===== config.mk =====
export PLATFORM = sky130hd
export DESIGN_NAME = cv32e40p_x_result_buf
export DESIGN_NICKNAME = d
export VERILOG_FILES = /design/src/rtl/cv32e40p_x_result_buf.sv
export SDC_FILE = /design/constraint.sdc
export NUM_CORES = 1
export LEC_CHECK = 0
export BUFFER_PORTS_ARGS = -buffer_cell sky130_fd_sc_hd__buf_2
export CORE_MARGIN = 8
export CORE_UTILIZATION = 49
export CTS_CLUSTER_DIAMETER = 150
export DETAILED_ROUTE_END_ITERATION = 10
export PLACE_DENSITY = 0.8
export SYNTH_ARGS = -nofsm -noshare
export SYNTH_HDL_FRONTEND = slang
export SYNTH_SLANG_ARGS = --single-unit

===== constraint.sdc =====
create_clock -name clk_i -period 7.1 [get_ports clk_i]
set_clock_uncertainty 0.15 [all_clocks]
set_input_delay 0.355 -clock clk_i [delete_from_list [all_inputs] [get_ports clk_i]]
set_output_delay 0.355 -clock clk_i [all_outputs]
set_load 0.005 [all_outputs]

===== src/rtl/cv32e40p_x_result_buf.sv =====
// Result buffer between the X-interface coprocessor result channel and the
// core register file. Results are queued in a small FIFO and drained one per
// cycle into the dedicated X write port whenever the core is not using it.
// Buffered destination registers are exposed so the offload dispatcher can
// stall dependent instructions, and each register write is mirrored by a
// scoreboard-clear pulse.
module cv32e40p_x_result_buf #(
    parameter int unsigned DEPTH       = 2,
    parameter int unsigned X_RFW_WIDTH = 32,
    parameter int unsigned X_ID_WIDTH  = 4
) (
    input  logic                         clk_i,
    input  logic                         rst_ni,
    input  logic                         x_result_valid_i,
    output logic                         x_result_ready_o,
    input  logic [X_ID_WIDTH-1:0]        x_result_id_i,
    input  logic [X_RFW_WIDTH-1:0]       x_result_data_i,
    input  logic [4:0]                   x_result_rd_i,
    input  logic                         x_result_we_i,
    input  logic                         wb_port_busy_i,
    input  logic [14:0]                  x_rs_addr_i,
    output logic                         regfile_x_we_o,
    output logic [4:0]                   regfile_x_waddr_o,
    output logic [X_RFW_WIDTH-1:0]       regfile_x_wdata_o,
    output logic                         sb_clr_valid_o,
    output logic [4:0]                   sb_clr_rd_o,
    output logic [X_ID_WIDTH-1:0]        sb_clr_id_o,
    output logic [2:0]                   pending_match_o,
    output logic [$clog2(DEPTH+1)-1:0]   count_o,
    output logic                         empty_o,
    output logic                         full_o
);

    localparam int unsigned CNT_W = $clog2(DEPTH + 1);
    localparam int unsigned PTR_W = (DEPTH > 1) ? $clog2(DEPTH) : 1;

    logic [4:0]             rd_q   [DEPTH];
    logic [X_ID_WIDTH-1:0]  id_q   [DEPTH];
    logic [X_RFW_WIDTH-1:0] data_q [DEPTH];
    logic                   vld_q  [DEPTH];

    logic [PTR_W-1:0] wptr_q;
    logic [PTR_W-1:0] rptr_q;
    logic [CNT_W-1:0] count_q;

    logic push;
    logic pop;

    // Pointers wrap modulo DEPTH so non-power-of-two depths work.
    function automatic logic [PTR_W-1:0] ptr_inc(input logic [PTR_W-1:0] p);
        if (p == PTR_W'(DEPTH - 1)) begin
            return '0;
        end
        return p + PTR_W'(1);
    endfunction

    assign full_o           = (count_q == CNT_W'(DEPTH));
    assign empty_o          = (count_q == '0);
    assign count_o          = count_q;
    // Ready depends on registered occupancy only, never on a same-cycle pop.
    assign x_result_ready_o = ~full_o;

    // Results without a register write (or targeting x0) are accepted and dropped.
    assign push = x_result_valid_i & x_result_ready_o & x_result_we_i & (x_result_rd_i != 5'd0);
    assign pop  = regfile_x_we_o;

    assign regfile_x_we_o    = ~empty_o & ~wb_port_busy_i;
    assign regfile_x_waddr_o = rd_q[rptr_q];
    assign regfile_x_wdata_o = data_q[rptr_q];
    assign sb_clr_valid_o    = regfile_x_we_o;
    assign sb_clr_rd_o       = rd_q[rptr_q];
    assign sb_clr_id_o       = id_q[rptr_q];

    // Control state: pointers, occupancy and per-entry valid bits.
    always_ff @(posedge clk_i) begin
        if (!rst_ni) begin
            wptr_q  <= '0;
            rptr_q  <= '0;
            count_q <= '0;
            for (int e = 0; e < int'(DEPTH); e++) begin
                vld_q[e] <= 1'b0;
            end
        end else begin
            if (pop) begin
                rptr_q        <= ptr_inc(rptr_q);
                vld_q[rptr_q] <= 1'b0;
            end
            if (push) begin
                wptr_q        <= ptr_inc(wptr_q);
                vld_q[wptr_q] <= 1'b1;
            end
            if (push && !pop) begin
                count_q <= count_q + CNT_W'(1);
            end else if (pop && !push) begin
                count_q <= count_q - CNT_W'(1);
            end
        end
    end

    // Entry payload storage; not reset, only meaningful while the valid bit is set.
    always_ff @(posedge clk_i) begin
        if (push) begin
            rd_q[wptr_q]   <= x_result_rd_i;
            id_q[wptr_q]   <= x_result_id_i;
            data_q[wptr_q] <= x_result_data_i;
        end
    end

    // Compare each source register of the ID-stage instruction against every buffered rd.
    always_comb begin
        pending_match_o = '0;
        for (int i = 0; i < 3; i++) begin
            for (int e = 0; e < int'(DEPTH); e++) begin
                if (vld_q[e] && (x_rs_addr_i[i*5 +: 5] != 5'd0) &&
                    (rd_q[e] == x_rs_addr_i[i*5 +: 5])) begin
                    pending_match_o[i] = 1'b1;
                end
            end
        end
    end

endmodule


# [Word-level counts from Yosys, hierarchy flattened]
# Memories as Yosys holds them, arrays and structs flattened. A register that Yosys moved wholly into a read port is not among the register bits.
# Index checks and enable logic that the tools add are counted.
[classes] n_addsub=4 eq_ne=7 mux=38 bitwise=7 reduce_logical=24
[op_table] cell="1-bit two-way mux" n=36
[op_table] cell="5-bit == test" n=6
[op_table] cell="5-bit nonzero test" n=4
[op_table] cell="1-bit logical AND" n=14
[op_table] cell="1-bit bitwise AND" n=4
[op_table] cell="2-bit two-way mux" n=2
[op_table] cell="1-bit NOT" n=3
[op_table] cell="1-bit adder, second input constant" n=2
[op_table] cell="2-bit by 1-bit adder with 2-bit output, second input constant" n=1
[op_table] cell="2-bit == test, second input constant" n=1
[op_table] cell="1-bit logical NOT" n=2
[op_table] cell="2-bit logical NOT" n=1
[op_table] cell="2-bit nonzero test" n=1
[op_table] cell="1-bit OR reduction" n=2
[op_table] cell="2-bit by 1-bit subtractor with 2-bit output, second input constant" n=1
[totals] register_bits=4 mem_bits_rw=84 in_bits=61 out_inout_bits=56 wordCells=87 n_memories=4
[mem_list] memory="data_q" depth=2 width=32 read_ports=1 rd_ports_with_merged_regs=1 wr=1 line="39" source="logic [X_RFW_WIDTH-1:0] data_q [DEPTH];"
[mem_list] memory="rd_q" depth=2 width=5 read_ports=3 rd_ports_with_merged_regs=1 wr=1 line="37" source="logic [4:0] rd_q [DEPTH];"
[mem_list] memory="id_q" depth=2 width=4 read_ports=1 rd_ports_with_merged_regs=1 wr=1 line="38" source="logic [X_ID_WIDTH-1:0] id_q [DEPTH];"
[mem_list] memory="vld_q" depth=2 width=1 read_ports=2 rd_ports_with_merged_regs=0 wr=2 line="40" source="logic vld_q [DEPTH];"

# [Depth between registers and ports, before layout]
[logic_depth] ltp_word=10 ltp_mapped=8 ltp_nobuf=8

# [Least setup slack after synthesis]
# OpenSTA, ideal clock, no wires.
[synth_timing] path_kind="flip-flop to flip-flop" startpoint="register count_q[0], in the netlist count_o[0]" endpoint="memory data_q[0][0], enable pin" setup_time_ps=439 arrival_ps=2585 t_required_ps=6511 slack_ps=3926 stages_incl_launch_ff=5 path_buffers=0 period_less_slack_ps=3174 path_cell_list="dfxtp_1 > nand2b_4 > and3_4 > nand2_1 > nor2_1"
[synth_via] elab_chain_cells=7
[synth_lines] item="start, declared" line="44" source="logic [CNT_W-1:0] count_q;"
[synth_lines] item="start signal, assigned" line="93" source="count_q <= count_q + CNT_W'(1);"
[synth_lines] item="start signal, assigned" line="95" source="count_q <= count_q - CNT_W'(1);"
[synth_lines] item="2-bit == test" line="57" source="assign full_o = (count_q == CNT_W'(DEPTH));"
[synth_lines] item="1-bit NOT" line="61" source="assign x_result_ready_o = ~full_o;"
[synth_lines] item="net x_result_ready_o" line="15" source="output logic x_result_ready_o,"
[synth_lines] item="1-bit bitwise AND (3 in series)" line="64" source="assign push = x_result_valid_i & x_result_ready_o & x_result_we_i & (x_result_rd_i != 5'd0);"
[synth_lines] item="1-bit two-way mux" line="102" source="if (push) begin"
[synth_lines] item="1-bit two-way mux (implied by the code)" line="105" source="data_q[wptr_q] <= x_result_data_i;"
[synth_lines] item="end, declared" line="39"
# The timed path passes the listed nets, and every way through them passes these cells.

==> reports/results.tsv <==
stage	metric	value	unit
setup_path	crit path DAT	1.90	ns
setup_path	crit-path cells	mux2_2 > buf_2	
synthesis	Synth Register Bits	89	
cts	Longest Clk Path Bufs	2	
grt	Overall Global Routing Usage	14.5	%
sta	Slew Viols, Final	0	
grt	vias in the first global route	2466	
sta	Max Freq	415	MHz
power	leakage power	1.75	nW
cells_and_area	layout cells sized above 1	52.0	%
worst_hold_path	hold_sp	x_result_data_i[7]	
cells_and_area	commonest non-fill, non-tap cell in the layout	buf_2	
power	maximum vdd drop	0.173	mV
routing	routed wire length	7550	µm
sta	Slew @ Worst Pin	1.21	ns
placement	post-DP HPWL	5280	µm
synthesis	Yosys cell types	28	
cts	Post-CTS Setup Bufs	0	
synthesis	asr flop ratio synth	0	%
routing	# DRC	0	
floorplan	IO Pins	117	
cells_and_area	post-layout net count	400	
cts	clock root cell	clkbuf_8	
sta	period utilization	33.9	%
cells_and_area	most frequent cells in the layout	buf_2 (116), edfxtp_1 (82), mux2_2 (41)	
routing	drt initial violations	88	
cts	Clock H-tree levels	3	
placement	Placed Area	0.00436	mm²
cells_and_area	n_diodes	0	
sta	setup TNS	0	ns
synthesis	Primary FF master, synth	edfxtp_1	
synthesis	Post-synth EDFFs	82	
floorplan	# rows	31	
synthesis	Synth Net Count	284	
cts	Resize count post-CTS	0	
sta	min cycle time layout	2.41	ns
cts	CTS buffer count	9	
sta	RSZ-0062 raised after global routing	no	
routing	routed vias/inst	5.08	
sta	Setup violations, final	0	
routing	drt pass-1 iters	4	
synthesis	synth warn	0	
grt	initial antenna violation count	0	
floorplan	Die W	103	µm
placement	number of port buffers	116	
setup_path	Crit-path slowest cell	dfxtp_2	
floorplan	Initial Utilization	51.0	%
cts	TritonCTS Sinks	89	
synthesis	Seq/Total Area, Yosys	70.0	%
floorplan	Die Ht	103	µm
setup_path	worst-path fanout max	41	
placement	GPL Wtd Cong	0.873	
sta	Worst slew margin	19.4	%
setup_path	cell family with most CP delay	flip-flops	
sta	Final Hold Violating Endpoints	0	
flow_run	Max-Cap Viols	0	
setup_path	CP required	6.59	ns
synthesis	Cell Area, Synth	0.00372	mm²
synthesis	Syn Area/Cell	16.8	µm²
cts	Clk pin slew, worst setup/hold paths	0.09	ns
routing	via count	2241	
setup_path	Worst setup EP type	output port	
worst_hold_path	Min-Delay Path Class	input port to flop	
cells_and_area	post-layout util	62.5	%
cells_and_area	post-route cell area	0.00456	mm²
cts	hold bufs inserted after CTS	0	
grt	largest net degree at the start of global routing	43	
setup_path	Buf/Inv on CP	1	
grt	first-pass GRT wire length	11700	µm
outcome	status	finished, final reports clean	
synthesis	post-synthesis cell count	222	
setup_path	worst r2r src	count_o[0]$_SDFFE_PN0P_	
routing	wire length per cell	17.1	µm
cts	CTS tree	done	
setup_path	kind of critical path	flop to output port	
setup_path	CP max stage delay	0.99	ns
cells_and_area	Area Growth Syn to Fin	22.5	%
floorplan	core area	0.00729	mm²
cts	worst skew pair latency	0.34	ns
setup_path	CP Launch Type	flop	
routing	Post-DRT Antenna Nets	0	
floorplan	Die Area	0.0106	mm²
grt	remaining global-route overflow	0	
power	PD cells	293	mW/mm²
==> cell type report <==
type / count / area [µm²]
fill: 585 / 2740
sequential: 89 / 2600
tap: 99 / 124
multi-input combinational: 119 / 1040
timing repair buffer: 116 / 581
clock inverter: 6 / 67.6
inverter: 3 / 11.3
clock buffer: 9 / 124
==> synthesized netlist by cell type (2+ instances only) <==
master / instances / area share (%)
a21boi_0: 2 / 0.40
a21oi_1: 3 / 0.40
and2_1: 3 / 0.50
and3_4: 2 / 0.61
buf_2: 4 / 0.54
buf_4: 6 / 1.2
dfxtp_1: 7 / 3.8
edfxtp_1: 82 / 66
inv_1: 3 / 0.30
mux2_2: 41 / 12
nand2_1: 3 / 0.30
nand3_1: 6 / 0.81
nor2_1: 6 / 0.61
nor4_1: 6 / 1.0
o21ai_0: 2 / 0.27
or4_1: 3 / 0.61
xnor2_1: 7 / 1.6
xor2_1: 26 / 6.1
==> path summary, 6_finish.rpt <==
check / endpoint / cells after the start / slack, ns
hold / removal: data_q[0][7]$_DFFE_PP_ / 1 / 0.04
setup / recovery: regfile_x_waddr_o[4] / 2 / 4.69
setup reg to reg: data_q[0][25]$_DFFE_PP_ / 4 / 4.71
hold reg to reg: wptr_q$_SDFFE_PN0P_ / 2 / 0.39
==> kinds of logic after synthesis <==
| kind of cell | after synthesis | synth area share [%] |
|---|---|---|
| AND/OR/NAND/NOR | 34 | 5.58 |
| AO/OA/AOI/OAI | 9 | 1.51 |
| flip-flops | 89 | 70.0 |
| multiplexers | 42 | 12.7 |
| buffers and inverters | 14 | 2.15 |
| XOR/XNOR | 33 | 7.77 |
| adder cells (fa/ha/maj) | 1 | 0.336 |
==> sequential cells by signal (all words and copies together), names as in the netlist, named ones only <==
register and cells:
data_q 64, rd_q 10, count_o 2, vld_q 2
id_q 8, rptr_q 1, wptr_q 1
==> per-layer routing <==
| layer | part of all wire [%] | track usage (%) |
|---|---|---|
| met5 | 0 | 0 |
| met4 | 1.4 | 6.01 |
| met3 | 9.2 | 5.33 |
| met2 | 49 | 25.3 |
| met1 | 41 | 15.6 |
==> power by group <==
group          internal (mW)  switching [mW]  total (mW)
Clock                  0.163           0.173       0.336
Sequential             0.626          0.0596       0.685
Combinational          0.180           0.135       0.315
Total                  0.968           0.368        1.34
==> worst reg2reg max path, delay by kind of cell (launching register included) <==
kind             cells  cell delay [ns]
and+or+nand+nor      4             1.43
DFF                  1             0.43
==> metrics by stage <==
step,hold WS [ns],total power [mW],setup WS [ns],instances
final,0.0437,1.34,4.69,441
after global routing,0.0239,1.40,4.53,441
after CTS,0.0250,1.35,4.63,441
after detailed placement,0.374,1.02,4.68,426
after global placement,0.363,1.01,4.75,426
after floorplan,0.304,0.878,3.93,222
Note: power is estimated with default switching activity, not from simulation.
